**src/rtl/mac_arb_pkg.sv**
```systemverilog
// Shared types and helpers for the complex-MAC arbiter and other round-robin
// shared-resource arbiters.
package mac_arb_pkg;

    typedef enum logic {
        ARB   = 1'b0,
        GRANT = 1'b1
    } arb_state_e;

    // Index width for a requester vector; a single requester still needs one bit.
    function automatic int req_id_w(input int num_req);
        return (num_req < 2) ? 1 : $clog2(num_req);
    endfunction

    // LSB position of requester idx inside a packed per-requester bus.
    function automatic int slice_lo(input int idx, input int width);
        return idx * width;
    endfunction

endpackage

```
**src/rtl/cmplx_mac_arbiter_rr_pick.sv**
```systemverilog
// Combinational round-robin picker: first set request bit scanning cyclically
// from last_id+1. Outputs one-hot, index and an any-request flag.
module rr_pick
    import mac_arb_pkg::*;
#(
    parameter  int NUM_REQ = 4,
    localparam int ID_W    = req_id_w(NUM_REQ)
) (
    input  logic [NUM_REQ-1:0] req,
    input  logic [ID_W-1:0]    last_id,
    output logic [NUM_REQ-1:0] onehot,
    output logic [ID_W-1:0]    idx,
    output logic               any
);

    logic [ID_W-1:0] cand;

    // Scan from farthest to nearest so the nearest set bit is the final winner.
    always_comb begin
        onehot = '0;
        idx    = '0;
        cand   = '0;
        any    = |req;
        for (int k = NUM_REQ; k >= 1; k--) begin
            cand = ID_W'((int'(last_id) + k) % NUM_REQ);
            if (req[cand]) begin
                onehot       = '0;
                onehot[cand] = 1'b1;
                idx          = cand;
            end
        end
    end

endmodule

```
**src/rtl/cmplx_mac_arbiter.sv**
```systemverilog
// Burst-locking round-robin arbiter sharing one complex MAC among NUM_REQ FIR
// sequencers. Define MAC_ARB_WATCHDOG_EN to add the MAX_BURST grant watchdog.
module cmplx_mac_arbiter
    import mac_arb_pkg::*;
#(
    parameter  int NUM_REQ   = 4,
    parameter  int MAX_BURST = 32,
    parameter  int DATA_SIZE = 16,
    localparam int ID_W      = req_id_w(NUM_REQ)
) (
    input  logic                          clock,
    input  logic                          reset,
    input  logic [NUM_REQ-1:0]            req,
    input  logic [NUM_REQ-1:0]            req_valid,
    input  logic [NUM_REQ-1:0]            req_last,
    input  logic [NUM_REQ*DATA_SIZE-1:0]  req_xreal,
    input  logic [NUM_REQ*DATA_SIZE-1:0]  req_ximag,
    input  logic [NUM_REQ*DATA_SIZE-1:0]  req_creal,
    input  logic [NUM_REQ*DATA_SIZE-1:0]  req_cimag,
    output logic [NUM_REQ-1:0]            gnt,
    output logic [ID_W-1:0]               gnt_id,
    output logic                          busy,
    output logic                          mac_valid,
    output logic                          mac_last,
    output logic [DATA_SIZE-1:0]          mac_xreal,
    output logic [DATA_SIZE-1:0]          mac_ximag,
    output logic [DATA_SIZE-1:0]          mac_creal,
    output logic [DATA_SIZE-1:0]          mac_cimag,
    input  logic                          mac_ready,
    output logic                          wd_err
);

    arb_state_e           state_reg, state_next;
    logic [NUM_REQ-1:0]   gnt_reg, gnt_next;
    logic [ID_W-1:0]      gnt_id_reg, gnt_id_next;
    logic [ID_W-1:0]      last_id_reg, last_id_next;

    logic [NUM_REQ-1:0]   pick_onehot;
    logic [ID_W-1:0]      pick_idx;
    logic                 pick_any;

    logic [DATA_SIZE-1:0] xr_arr [NUM_REQ];
    logic [DATA_SIZE-1:0] xi_arr [NUM_REQ];
    logic [DATA_SIZE-1:0] cr_arr [NUM_REQ];
    logic [DATA_SIZE-1:0] ci_arr [NUM_REQ];

    for (genvar gi = 0; gi < NUM_REQ; gi++) begin : g_slice
        assign xr_arr[gi] = req_xreal[slice_lo(gi, DATA_SIZE) +: DATA_SIZE];
        assign xi_arr[gi] = req_ximag[slice_lo(gi, DATA_SIZE) +: DATA_SIZE];
        assign cr_arr[gi] = req_creal[slice_lo(gi, DATA_SIZE) +: DATA_SIZE];
        assign ci_arr[gi] = req_cimag[slice_lo(gi, DATA_SIZE) +: DATA_SIZE];
    end

    rr_pick #(
        .NUM_REQ (NUM_REQ)
    ) u_pick (
        .req     (req),
        .last_id (last_id_reg),
        .onehot  (pick_onehot),
        .idx     (pick_idx),
        .any     (pick_any)
    );

`ifdef MAC_ARB_WATCHDOG_EN
    localparam int CNT_W = $clog2(MAX_BURST + 1);
    logic [CNT_W-1:0] cnt_reg, cnt_next;
    logic             wd_err_reg, wd_err_next;

    always_ff @(posedge clock or posedge reset) begin
        if (reset) begin
            cnt_reg    <= '0;
            wd_err_reg <= 1'b0;
        end else begin
            cnt_reg    <= cnt_next;
            wd_err_reg <= wd_err_next;
        end
    end

    assign wd_err = wd_err_reg;
`else
    logic [31:0] unused_max_burst;
    assign unused_max_burst = 32'(MAX_BURST);
    assign wd_err           = 1'b0;
`endif

    always_ff @(posedge clock or posedge reset) begin
        if (reset) begin
            state_reg   <= ARB;
            gnt_reg     <= '0;
            gnt_id_reg  <= '0;
            last_id_reg <= ID_W'(NUM_REQ - 1);
        end else begin
            state_reg   <= state_next;
            gnt_reg     <= gnt_next;
            gnt_id_reg  <= gnt_id_next;
            last_id_reg <= last_id_next;
        end
    end

    always_comb begin
        state_next   = state_reg;
        gnt_next     = gnt_reg;
        gnt_id_next  = gnt_id_reg;
        last_id_next = last_id_reg;
        busy         = 1'b0;
        mac_valid    = 1'b0;
        mac_last     = 1'b0;
        mac_xreal    = '0;
        mac_ximag    = '0;
        mac_creal    = '0;
        mac_cimag    = '0;
`ifdef MAC_ARB_WATCHDOG_EN
        cnt_next     = cnt_reg;
        wd_err_next  = wd_err_reg;
`endif
        case (state_reg)
            ARB: begin
                if (pick_any) begin
                    gnt_next    = pick_onehot;
                    gnt_id_next = pick_idx;
                    state_next  = GRANT;
`ifdef MAC_ARB_WATCHDOG_EN
                    cnt_next    = '0;
`endif
                end
            end
            GRANT: begin
                busy      = 1'b1;
                mac_xreal = xr_arr[gnt_id_reg];
                mac_ximag = xi_arr[gnt_id_reg];
                mac_creal = cr_arr[gnt_id_reg];
                mac_cimag = ci_arr[gnt_id_reg];
                // A dropped request must not leak a beat while it aborts.
                mac_valid = req_valid[gnt_id_reg] & req[gnt_id_reg];
                mac_last  = mac_valid & req_last[gnt_id_reg];
                if (!req[gnt_id_reg] || (mac_valid && mac_ready && mac_last)) begin
                    state_next   = ARB;
                    gnt_next     = '0;
                    last_id_next = gnt_id_reg;
                end
`ifdef MAC_ARB_WATCHDOG_EN
                else if (cnt_reg == CNT_W'(MAX_BURST - 1)) begin
                    // Bare last pulse tells the MAC to drop its partial sum.
                    mac_valid    = 1'b0;
                    mac_last     = 1'b1;
                    wd_err_next  = 1'b1;
                    state_next   = ARB;
                    gnt_next     = '0;
                    last_id_next = gnt_id_reg;
                end
                cnt_next = cnt_reg + 1'b1;
`endif
            end
            default: state_next = ARB;
        endcase
    end

    assign gnt    = gnt_reg;
    assign gnt_id = gnt_id_reg;

endmodule
```
**config.mk**
```make
export PLATFORM = sky130hd
export DESIGN_NAME = cmplx_mac_arbiter
export DESIGN_NICKNAME = d
export VERILOG_FILES = /design/src/rtl/mac_arb_pkg.sv /design/src/rtl/cmplx_mac_arbiter_rr_pick.sv /design/src/rtl/cmplx_mac_arbiter.sv
export SDC_FILE = /design/constraint.sdc
export NUM_CORES = 1
export LEC_CHECK = 0
export BUFFER_PORTS_ARGS = -buffer_cell sky130_fd_sc_hd__buf_2
export CAP_MARGIN = 30
export CORE_AREA = 2 2 133 135
export DETAILED_ROUTE_END_ITERATION = 6
export DIE_AREA = 0 0 135 137
export SETUP_SLACK_MARGIN = 0.3
export SYNTH_ARGS = -nofsm -noshare
export SYNTH_HDL_FRONTEND = slang
export SYNTH_SLANG_ARGS = --single-unit
```
**constraint.sdc**
```tcl
create_clock -name clock -period 5.5 [get_ports clock]
set_clock_uncertainty 0.2 [all_clocks]
set_input_delay 0 -clock clock [delete_from_list [all_inputs] [get_ports clock]]
set_output_delay 0 -clock clock [all_outputs]
set_load 0.05 [all_outputs]
```
After elaboration in Yosys (flattened, before gate mapping):

Cells that the tools add are included.

* $add $sub $neg: 4
* order comparisons: 10
* eq/ne operators: 2
* muxes and demuxes: 55
* bitwise logic cells: 4
* reduce and logical (&&, ||, !) cells: 12

Operators by type and width (count)
* $mux 16: 12
* $bmux 16 s2: 4
* $mux 4: 6
* $mux 1: 16
* $lt 2x3->1 const B: 5
* $bmux 1 s2: 7
* $demux 1 s2: 4
* $ge 2x1->1 const B: 4
* $mux 2: 4
* $pmux 4 s2: 1
* $logic_and 1x1->1: 6
* $reduce_and 2->1: 3
* $add 2x1->2 const B: 2
* $add 2x2->2 const B: 2
* $reduce_or 4->1: 1
* $ge 3x3->1 const B: 1
* $not 2->3: 1
* $and 1x1->1: 2
* $ne 2x1->1 const B: 1
* $ne 2x2->1 const B: 1
* $pmux 1 s2: 1
* $logic_not 1->1: 1
* $logic_or 1x1->1: 1
* $not 1->1: 1

* register bits: 9
* output and inout port bits: 74
* logic and storage cells: 91

Depth between registers and ports, before layout:

Gate-level depths: netlist of run 1.

* word-level depth: 11
* mapped depth: 8
* depth with buffers taken out: 6

Modules after synthesis:

Synthesis of run 1 repeated with hierarchy kept, for this count alone.

* cell total of the unflattened synthesis: 262
* area total of the unflattened synthesis: 2971.6 sq um

By module, submodules not included
* cmplx_mac_arbiter: times used 1, cells an instance 203, area each 2513.7 sq um
* rr_pick: times used 1, cells an instance 59, area each 457.9 sq um

Least setup slack after synthesis of run 1:

No wires, ideal clock.

* kind: register to register
* start point: register last_id_reg[0]
* end point: register gnt_reg[1] (netlist: gnt[1])
* library setup time: 0.136 ns
* arrival time: 2.292 ns
* data required time: 5.164 ns
* slack: 2.871 ns
* cell stages (with the launch flop): 9
* buffers on the path: 2
* period minus slack after synthesis: 2.629 ns
* path through: dfstp_2 > buf_6 > inv_1 > ha_1 > buf_2 > mux4_2 > a21o_2 > a221oi_1 > o32ai_1

* word-level cells in the longest chain between the ends: 11
* elaborated cells between the ends (all ways): 38
* classes of those cells: add/sub: 4; order compare: 8; mux: 22; reduce/logical: 4

RTL lines
* start: declaration: RTL line cmplx_mac_arbiter.sv:36 `logic [ID_W-1:0] last_id_reg, last_id_next;`
* start signal: assignment: RTL line cmplx_mac_arbiter.sv:91 `last_id_reg <= ID_W'(NUM_REQ - 1);`
* start signal: assignment: RTL line cmplx_mac_arbiter.sv:96 `last_id_reg <= last_id_next;`
* $add 2x1->2: RTL line cmplx_mac_arbiter_rr_pick.sv:25 `cand = ID_W'((int'(last_id) + k) % NUM_REQ);`
* $lt 2x3->1 (implied by the code) or $ge 2x1->1 (tied branches): RTL line cmplx_mac_arbiter_rr_pick.sv:28 `onehot[cand] = 1'b1;`
* $logic_and 1x1->1 (implied by the code): RTL line cmplx_mac_arbiter_rr_pick.sv:28
* $mux 1 (implied by the code): RTL line cmplx_mac_arbiter_rr_pick.sv:28
* $demux 1 s2
* $mux 4 (3 in a row): RTL line cmplx_mac_arbiter_rr_pick.sv:26 `if (req[cand]) begin`
* $mux 4 (*): RTL line cmplx_mac_arbiter_rr_pick.sv:26
* $mux 4 (*): RTL line cmplx_mac_arbiter.sv:118 `if (pick_any) begin`
* $pmux 4 s2 (*): RTL line cmplx_mac_arbiter.sv:116 `case (state_reg)`
* end signal: assignment: RTL line cmplx_mac_arbiter.sv:94 `gnt_reg <= gnt_next;`
* end: declaration: RTL line cmplx_mac_arbiter.sv:34 `logic [NUM_REQ-1:0] gnt_reg, gnt_next;`

Every way passes the cells marked *; elsewhere a longest branch is shown, timed or not. The select of a mux whose other input is x is not followed.
A chain may end at the register's enable or synchronous reset.

Worst setup path in the final report of run 1:

* start point: register gnt_id_reg[0] (netlist: gnt_id[0])
* end point: output port mac_cimag[10]

* word-level cells in the longest chain between the ends: 5

RTL lines
* start: declaration: RTL line cmplx_mac_arbiter.sv:35 `logic [ID_W-1:0] gnt_id_reg, gnt_id_next;`
* start signal: assignment: RTL line cmplx_mac_arbiter.sv:95 `gnt_id_reg <= gnt_id_next;`
* $not 2->3 (implied by the code): RTL line cmplx_mac_arbiter.sv:132 `mac_cimag = ci_arr[gnt_id_reg];`
* $bmux 16 s2: RTL line cmplx_mac_arbiter.sv:132
* $mux 16 (implied by the code) (2 in a row): RTL line cmplx_mac_arbiter.sv:132
* $mux 16: RTL line cmplx_mac_arbiter.sv:116
* end: declaration: RTL line cmplx_mac_arbiter.sv:28 `output logic [DATA_SIZE-1:0] mac_cimag,`

Every way passes these cells. The select of a mux whose other input is x is not followed.

==> impl_metrics.tcl, run 1 <==
set metrics [dict create \
    instances_no_fill 794 \
    holdWs_ns 0.0179 \
    dieArea_mm2 0.0185 \
    crit_start "gnt_id[0]$_DFFE_PP0P_" \
    hold_viol_final 0 \
    dpl.hpwl_um 12300 \
    cp_num_cells 4 \
    worst_ir_drop_vdd_uv 290 \
    clk_latency_ns 0.24 \
    grt_pass1_wl_um 20200 \
    grt_usage_pct 14.2 \
    die_w_um 135 \
    reg2reg_from "last_id_reg[0]$_DFFE_PP1P_" \
    period_minus_slack_ns 2.97 \
    relSlewSlack_pct 43.7 \
    critPathRequiredTime_ns 5.30 \
    initial_core_util_pct 16.8 \
    setup.worst_path.end "mac_cimag[10]" \
    synthToLayoutAreaGrowth_pct 70.1 \
    synth_top_area_cell "mux4_2" \
    synth_seq_area_share_pct 7.94 \
    place_inst 785 \
    grt_start_max_net_pins 44 \
    placed_area_mm2 0.00476 \
    hp-class "in -> reg" \
    setup_ws_ns 2.53 \
    drive_above_1_share_pct 75.8 \
    critPathMaxFanout 36 \
    cts_tree "done" \
    port_buffers 343 \
    drt-pass1-iter-count 4 \
    ios 345 \
    clock-root-buffer "clkbuf_16" \
    syn_area_per_cell_um2 11.7 \
    synthCells 245 \
    fmax_mhz 337 \
    core_mm2 0.0171 \
    critPathTopFamily "buffers and inverters" \
    post_drt_via_cell_ratio 4.52 \
    synth_area_mm2 0.00287 \
    rrSetupSlack_ns 2.64 \
    wl_per_cell_um 17.8 \
    crit_buf_inv 2 \
    synth_edf_count 0 \
    htree_levels 1 \
    clk_pin_slew_ns 0.04 \
    yosys-top-cells-area "mux4_2, and2_1, dfrtp_1" \
    worstPathCellList "buf_4 > mux4_2 > and2_1 > buf_2" \
    vias 3587 \
    die_h_um 137 \
    end_kind "primary output" \
    crit_path_top_delay_cell "dfrtp_4" \
    largest_reg_flops 4 \
    power.density_mw_per_mm2 629 \
    stdcell_area_mm2 0.00488 \
    worstMarginPinSlew_ns 0.845 \
    final_core_util_pct 28.6 \
    drt_iter0_drc 156 \
    ys_ff_latch 9 \
    cts_buffers 3 \
    critPathKind "reg -> out" \
    p_leak_nw 2.41 \
    ys_async_sr_fraction_pct 100 \
    fin_nets 845 \
    gp_congestion 0.929 \
    maxCapViolCount 0 \
    grt_pass1_vias 3626 \
    timing.final.max_slew_violations 0 \
    reg2reg_to "gnt[1]$_DFFE_PP0P_" \
    ys.flop_type "dfrtp_1" \
    p_total_mw 3.07 \
    drc 0 \
    r2r_cells 6 \
    wl_um 14100 \
    rows 48 \
    synth_most_common_cell "mux4_2" \
    grt_remaining_overflow 0 \
    synth.cells.most_frequent "mux4_2, and2_1, clkbuf_1" \
    setup_viol 0 \
    post_cts_buffers 0 \
    arrival_ns 2.77 \
    critPathMaxStageDelay_ns 0.84 \
    synth_cell_types 39 \
    ant_nets 0 \
    antenna_found_initial 2 \
    start_kind "register" \
    cts-resized-gates 0 \
    cts.sinks 9 \
    rsz0062_at_grt "false" \
    status "finished, final reports clean" \
    syn_nets 522 \
    dpl_worst_slack_ns 2.64 \
    tns_ns 0 \
    clk_path_buf_depth 2 \
    yosysTopAreaCellShare_pct 55.0 \
    layout_worst_path_cycle_share_pct 54.0 \
    yosysWarnings 0 \
]
-- worst register-to-register path, stage by stage, from the launching register on --
cell	delay (ns)
dfstp_2	0.68
inv_1	0.16
ha_1	0.50
mux4_2	0.64
a21o_2	0.22
a221oi_1	0.21
o32ai_1	0.12
-- report_power, final --
group	switching, mW	total [mW]	leakage, nW	internal [mW]
combinational	1.65	2.65	2.26	1.00
clock	0.0349	0.132	0.0382	0.0972
sequential	0.179	0.284	0.105	0.106
total	1.86	3.07	2.41	1.21
-- final cells by class --
cell class              instances  area, um2
multi-input cells             199       2470
inverters                       6       22.5
diodes                          2       5.00
clock buffers                   4       78.8
well taps                     225        282
fillers                      1848      12200
repair buffers                349       1780
flip-flops and latches          9        234
-- repair_timing --
item | CTS | global route
hold endpoints to repair | 11 | 0
setup endpoints to repair | 0 | 0
hold buffers | 3 | 0
-- cell usage in the layout (no fill, tap or decap), types with 2 or more instances in the layout --
cell type / Yosys / final
ha_1: 6 / 6
clkbuf_16: 0 / 3
diode_2: 0 / 2
buf_4: 1 / 2
mux2i_1: 3 / 3
nand2_1: 9 / 9
inv_1: 6 / 6
dfrtp_1: 7 / 4
o21ai_0: 5 / 5
o32ai_1: 3 / 3
a21o_2: 2 / 2
dfrtp_2: 0 / 2
nor2_1: 4 / 4
dlygate4sd3_1: 0 / 3
and3_1: 2 / 2
dfstp_2: 2 / 2
mux4_2: 70 / 70
a221oi_1: 3 / 3
and2_1: 64 / 64
a211oi_1: 3 / 3
a21o_1: 2 / 2
a21oi_1: 2 / 2
nor2b_1: 5 / 5
buf_2: 12 / 343
-- per-layer routing --
layer	up-vias	global-route usage (%)	share of wire (%)
met5	-	0	0
met4	0	3.07	0.93
li1	1620	-	-
met3	11	2.56	8.6
met1	1734	17.0	38
met2	222	26.5	53
-- worst min-delay path by stage --
stage	cells after the start	to	from	slack [ns]
after floorplan	1	gnt[0]$_DFFE_PP0P_	reset	-0.37
after global placement	2	gnt[1]$_DFFE_PP0P_	reset	-0.21
after detailed placement	2	gnt[1]$_DFFE_PP0P_	reset	-0.21
after CTS	3	gnt_id[0]$_DFFE_PP0P_	req[1]	0.01
after global routing	3	gnt_id[0]$_DFFE_PP0P_	req[1]	0.06
final	3	gnt_id[0]$_DFFE_PP0P_	req[1]	0.02
-- cells by family (layout without fill, tap and decap cells) --
logic type      after synthesis  in the layout  share of synthesized area, %
fa+ha+maj                     6              6                          2.62
buf+inv                      37            359                          5.76
simple gates                 89             89                          18.9
other cells                   1              3                         0.131
compound gates               27             27                          6.81
mux                          76             76                          57.9
flops                         9              9                          7.94
(Power assumes the default switching activity.)
==> run 2: changes to the inputs <==
--- a/config.mk
+++ b/config.mk
@@ -5,11 +5,12 @@
 export SDC_FILE = /design/constraint.sdc
 export NUM_CORES = 1
 export LEC_CHECK = 0
+export ABC_AREA = 1
 export BUFFER_PORTS_ARGS = -buffer_cell sky130_fd_sc_hd__buf_2
 export CAP_MARGIN = 30
-export CORE_AREA = 2 2 133 135
+export CORE_AREA = 2 2 134 136
 export DETAILED_ROUTE_END_ITERATION = 6
-export DIE_AREA = 0 0 135 137
+export DIE_AREA = 0 0 136 138
 export SETUP_SLACK_MARGIN = 0.3
 export SYNTH_ARGS = -nofsm -noshare
 export SYNTH_HDL_FRONTEND = slang
==> constraint.sdc (replaced) <==
create_clock -name clock -period 2.9 [get_ports clock]
set_clock_uncertainty 0.2 [all_clocks]
set_input_delay 0 -clock clock [delete_from_list [all_inputs] [get_ports clock]]
set_output_delay 0 -clock clock [all_outputs]
set_load 0.05 [all_outputs]
==> impl_metrics.tcl, run 2 <==
set metrics [dict create \
    worstMarginPinSlew_ns 0.529 \
    end_kind "primary output" \
    vias 5405 \
    synth.cells.most_frequent "nor2_1, a21oi_1, o21ai_0, o21ai_1, nand2_1" \
    p_total_mw 7.29 \
    instances_no_fill 1198 \
    yosysTopAreaCellShare_pct 31.5 \
    synth_cell_types 27 \
    reg2reg_from "last_id_reg[0]$_DFFE_PP1P_" \
    clk_path_buf_depth 2 \
    setup_viol 0 \
    ys_async_sr_fraction_pct 100 \
    grt_start_max_net_pins 83 \
    syn_nets 934 \
    grt_pass1_vias 4880 \
    regArea_um2 233 \
    synthToLayoutAreaGrowth_pct 60.0 \
    power.density_mw_per_mm2 1430 \
    drc 0 \
    grt_pass1_wl_um 24800 \
    layout_worst_path_cycle_share_pct 79.1 \
    dpl.hpwl_um 13200 \
    ant_nets 0 \
    crit_start "gnt_id[1]$_DFFE_PP0P_" \
    min_from "req[0]" \
    cts.sinks 9 \
    clk_latency_ns 0.23 \
    largest_reg_flops 4 \
    port_buffers 343 \
    synth_area_mm2 0.00319 \
    clk_pin_slew_ns 0.04 \
    wl_per_cell_um 14.0 \
    critPathMaxFanout 38 \
    cts-resized-gates 0 \
    grt_remaining_overflow 0 \
    die_w_um 136 \
    post_cts_buffers 0 \
    dieArea_mm2 0.0188 \
    grt_usage_pct 16.1 \
    start_kind "register" \
    hold_buffers 2 \
    worst_ir_drop_vdd_uv 952 \
    post_drt_via_cell_ratio 4.51 \
    p_leak_nw 2.76 \
    critPathRequiredTime_ns 2.70 \
    hold_viol_final 0 \
    arrival_ns 2.09 \
    core_mm2 0.0175 \
    initial_core_util_pct 18.2 \
    synth_top_area_cell "nor2_1" \
    multi_input_area_mm2 0.00253 \
    rows 49 \
    synth_seq_area_share_pct 7.14 \
    synth_edf_count 0 \
    rsz0062_at_grt "false" \
    timing.final.max_slew_violations 0 \
    die_h_um 138 \
    tns_ns 0 \
    period_minus_slack_ns 2.29 \
    antenna_found_initial 4 \
    final_common_cell "buf_2" \
    drt-pass1-iter-count 5 \
    gp_congestion 0.938 \
    cts_buffers 3 \
    ios 345 \
    hp-class "in -> reg" \
    cts_tree "done" \
    rrSetupSlack_ns 0.80 \
    drt_iter0_drc 339 \
    yosys-top-cells-area "nor2_1, a21oi_1, o21ai_0" \
    synth_most_common_cell "nor2_1" \
    final_cell_mix "buf_2, nor2_1, a21oi_1, o21ai_1, o21ai_0" \
    ys_ff_latch 9 \
    place_inst 1189 \
    final_core_util_pct 29.1 \
    critPathKind "reg -> out" \
    fin_nets 1244 \
    synthCells 657 \
    maxCapViolCount 0 \
    wl_um 16800 \
    yosysWarnings 0 \
    clock-root-buffer "clkbuf_16" \
    drive_above_1_share_pct 38.7 \
    htree_levels 1 \
    fmax_mhz 436 \
    relSlewSlack_pct 64.3 \
    syn_area_per_cell_um2 4.86 \
    status "finished, final reports clean" \
    ys.flop_type "dfrtp_1" \
    nFillCells 2035 \
]
[run 2: changes by cell type after synthesis, moves of 52 or more]
cell     change
nor2_1     +264
mux4_2      -70
a21oi_1     +68
o21ai_1     +65
and2_1      -64
o21ai_0     +61
nand2_1     +52
[run 2: path summary, 6_finish.rpt]
path                       cells after the start                          to
min in group asynchronous                      3          gnt[2]$_DFFE_PP0P_
min                                            5         state_reg$_DFF_PP0_
min reg2reg                                    2          gnt[1]$_DFFE_PP0P_
max                                            7                mac_ximag[1]
max reg2reg                                   11          gnt[3]$_DFFE_PP0P_
max in group asynchronous                      3  last_id_reg[0]$_DFFE_PP1P_
[run 2: critical path, cell delays in order (launching register included)]
cell	delay (ns)
dfrtp_2	0.34
buf_4	0.36
inv_2	0.15
buf_4	0.27
nor2_1	0.15
o21ai_1	0.08
a21oi_1	0.18
buf_2	0.30
[run 2: per-layer routing]
layer	part of all wire, %	global-route usage (%)	wire [um]	up-vias
met1	41	20.2	6940	2370
met4	2.3	3.13	383	0
li1	-	-	-	2753
met3	9.2	3.04	1540	32
met2	47	28.4	7920	250
met5	0	0	0	-
[run 2: kinds of logic (layout without fill, tap and decap cells)]
| kind of cell | count (synthesis) | count (layout) | share of synthesized area (%) |
|---|---|---|---|
| and+or+nand+nor | 357 | 357 | 44.8 |
| AOI/OAI and AO/OA | 204 | 204 | 32.1 |
| buffers and inverters | 80 | 389 | 13.5 |
| DFF | 9 | 9 | 7.14 |
| adders and majority gates | 6 | 6 | 2.35 |
| other | 1 | 4 | 0.118 |
[run 2: final cells by class]
| type | count | share of cell area [%] |
|---|---|---|
| Clock buffer | 4 | 1.54 |
| Multi-Input combinational cell | 568 | 49.6 |
| Tap cell | 229 | 5.61 |
| Timing Repair Buffer | 356 | 36.4 |
| Antenna cell | 3 | 0.147 |
| Inverter | 29 | 2.16 |
| Sequential cell | 9 | 4.56 |
[run 2: per-stage QoR]
step	worst slack, ns	instance area [um2]	hold slack [ns]
after floorplan	0.369	3190	-0.374
after global placement	0.830	5000	-0.210
after detailed placement	0.807	5000	-0.212
after CTS	0.576	5100	0.0173
after global routing	0.439	5100	0.0640
final	0.607	5100	0.0212
[run 2: report_power, final]
group / internal [mW] / switching, mW
registers: 0.202 / 0.0753
clock network: 0.183 / 0.0560
logic: 1.74 / 5.03
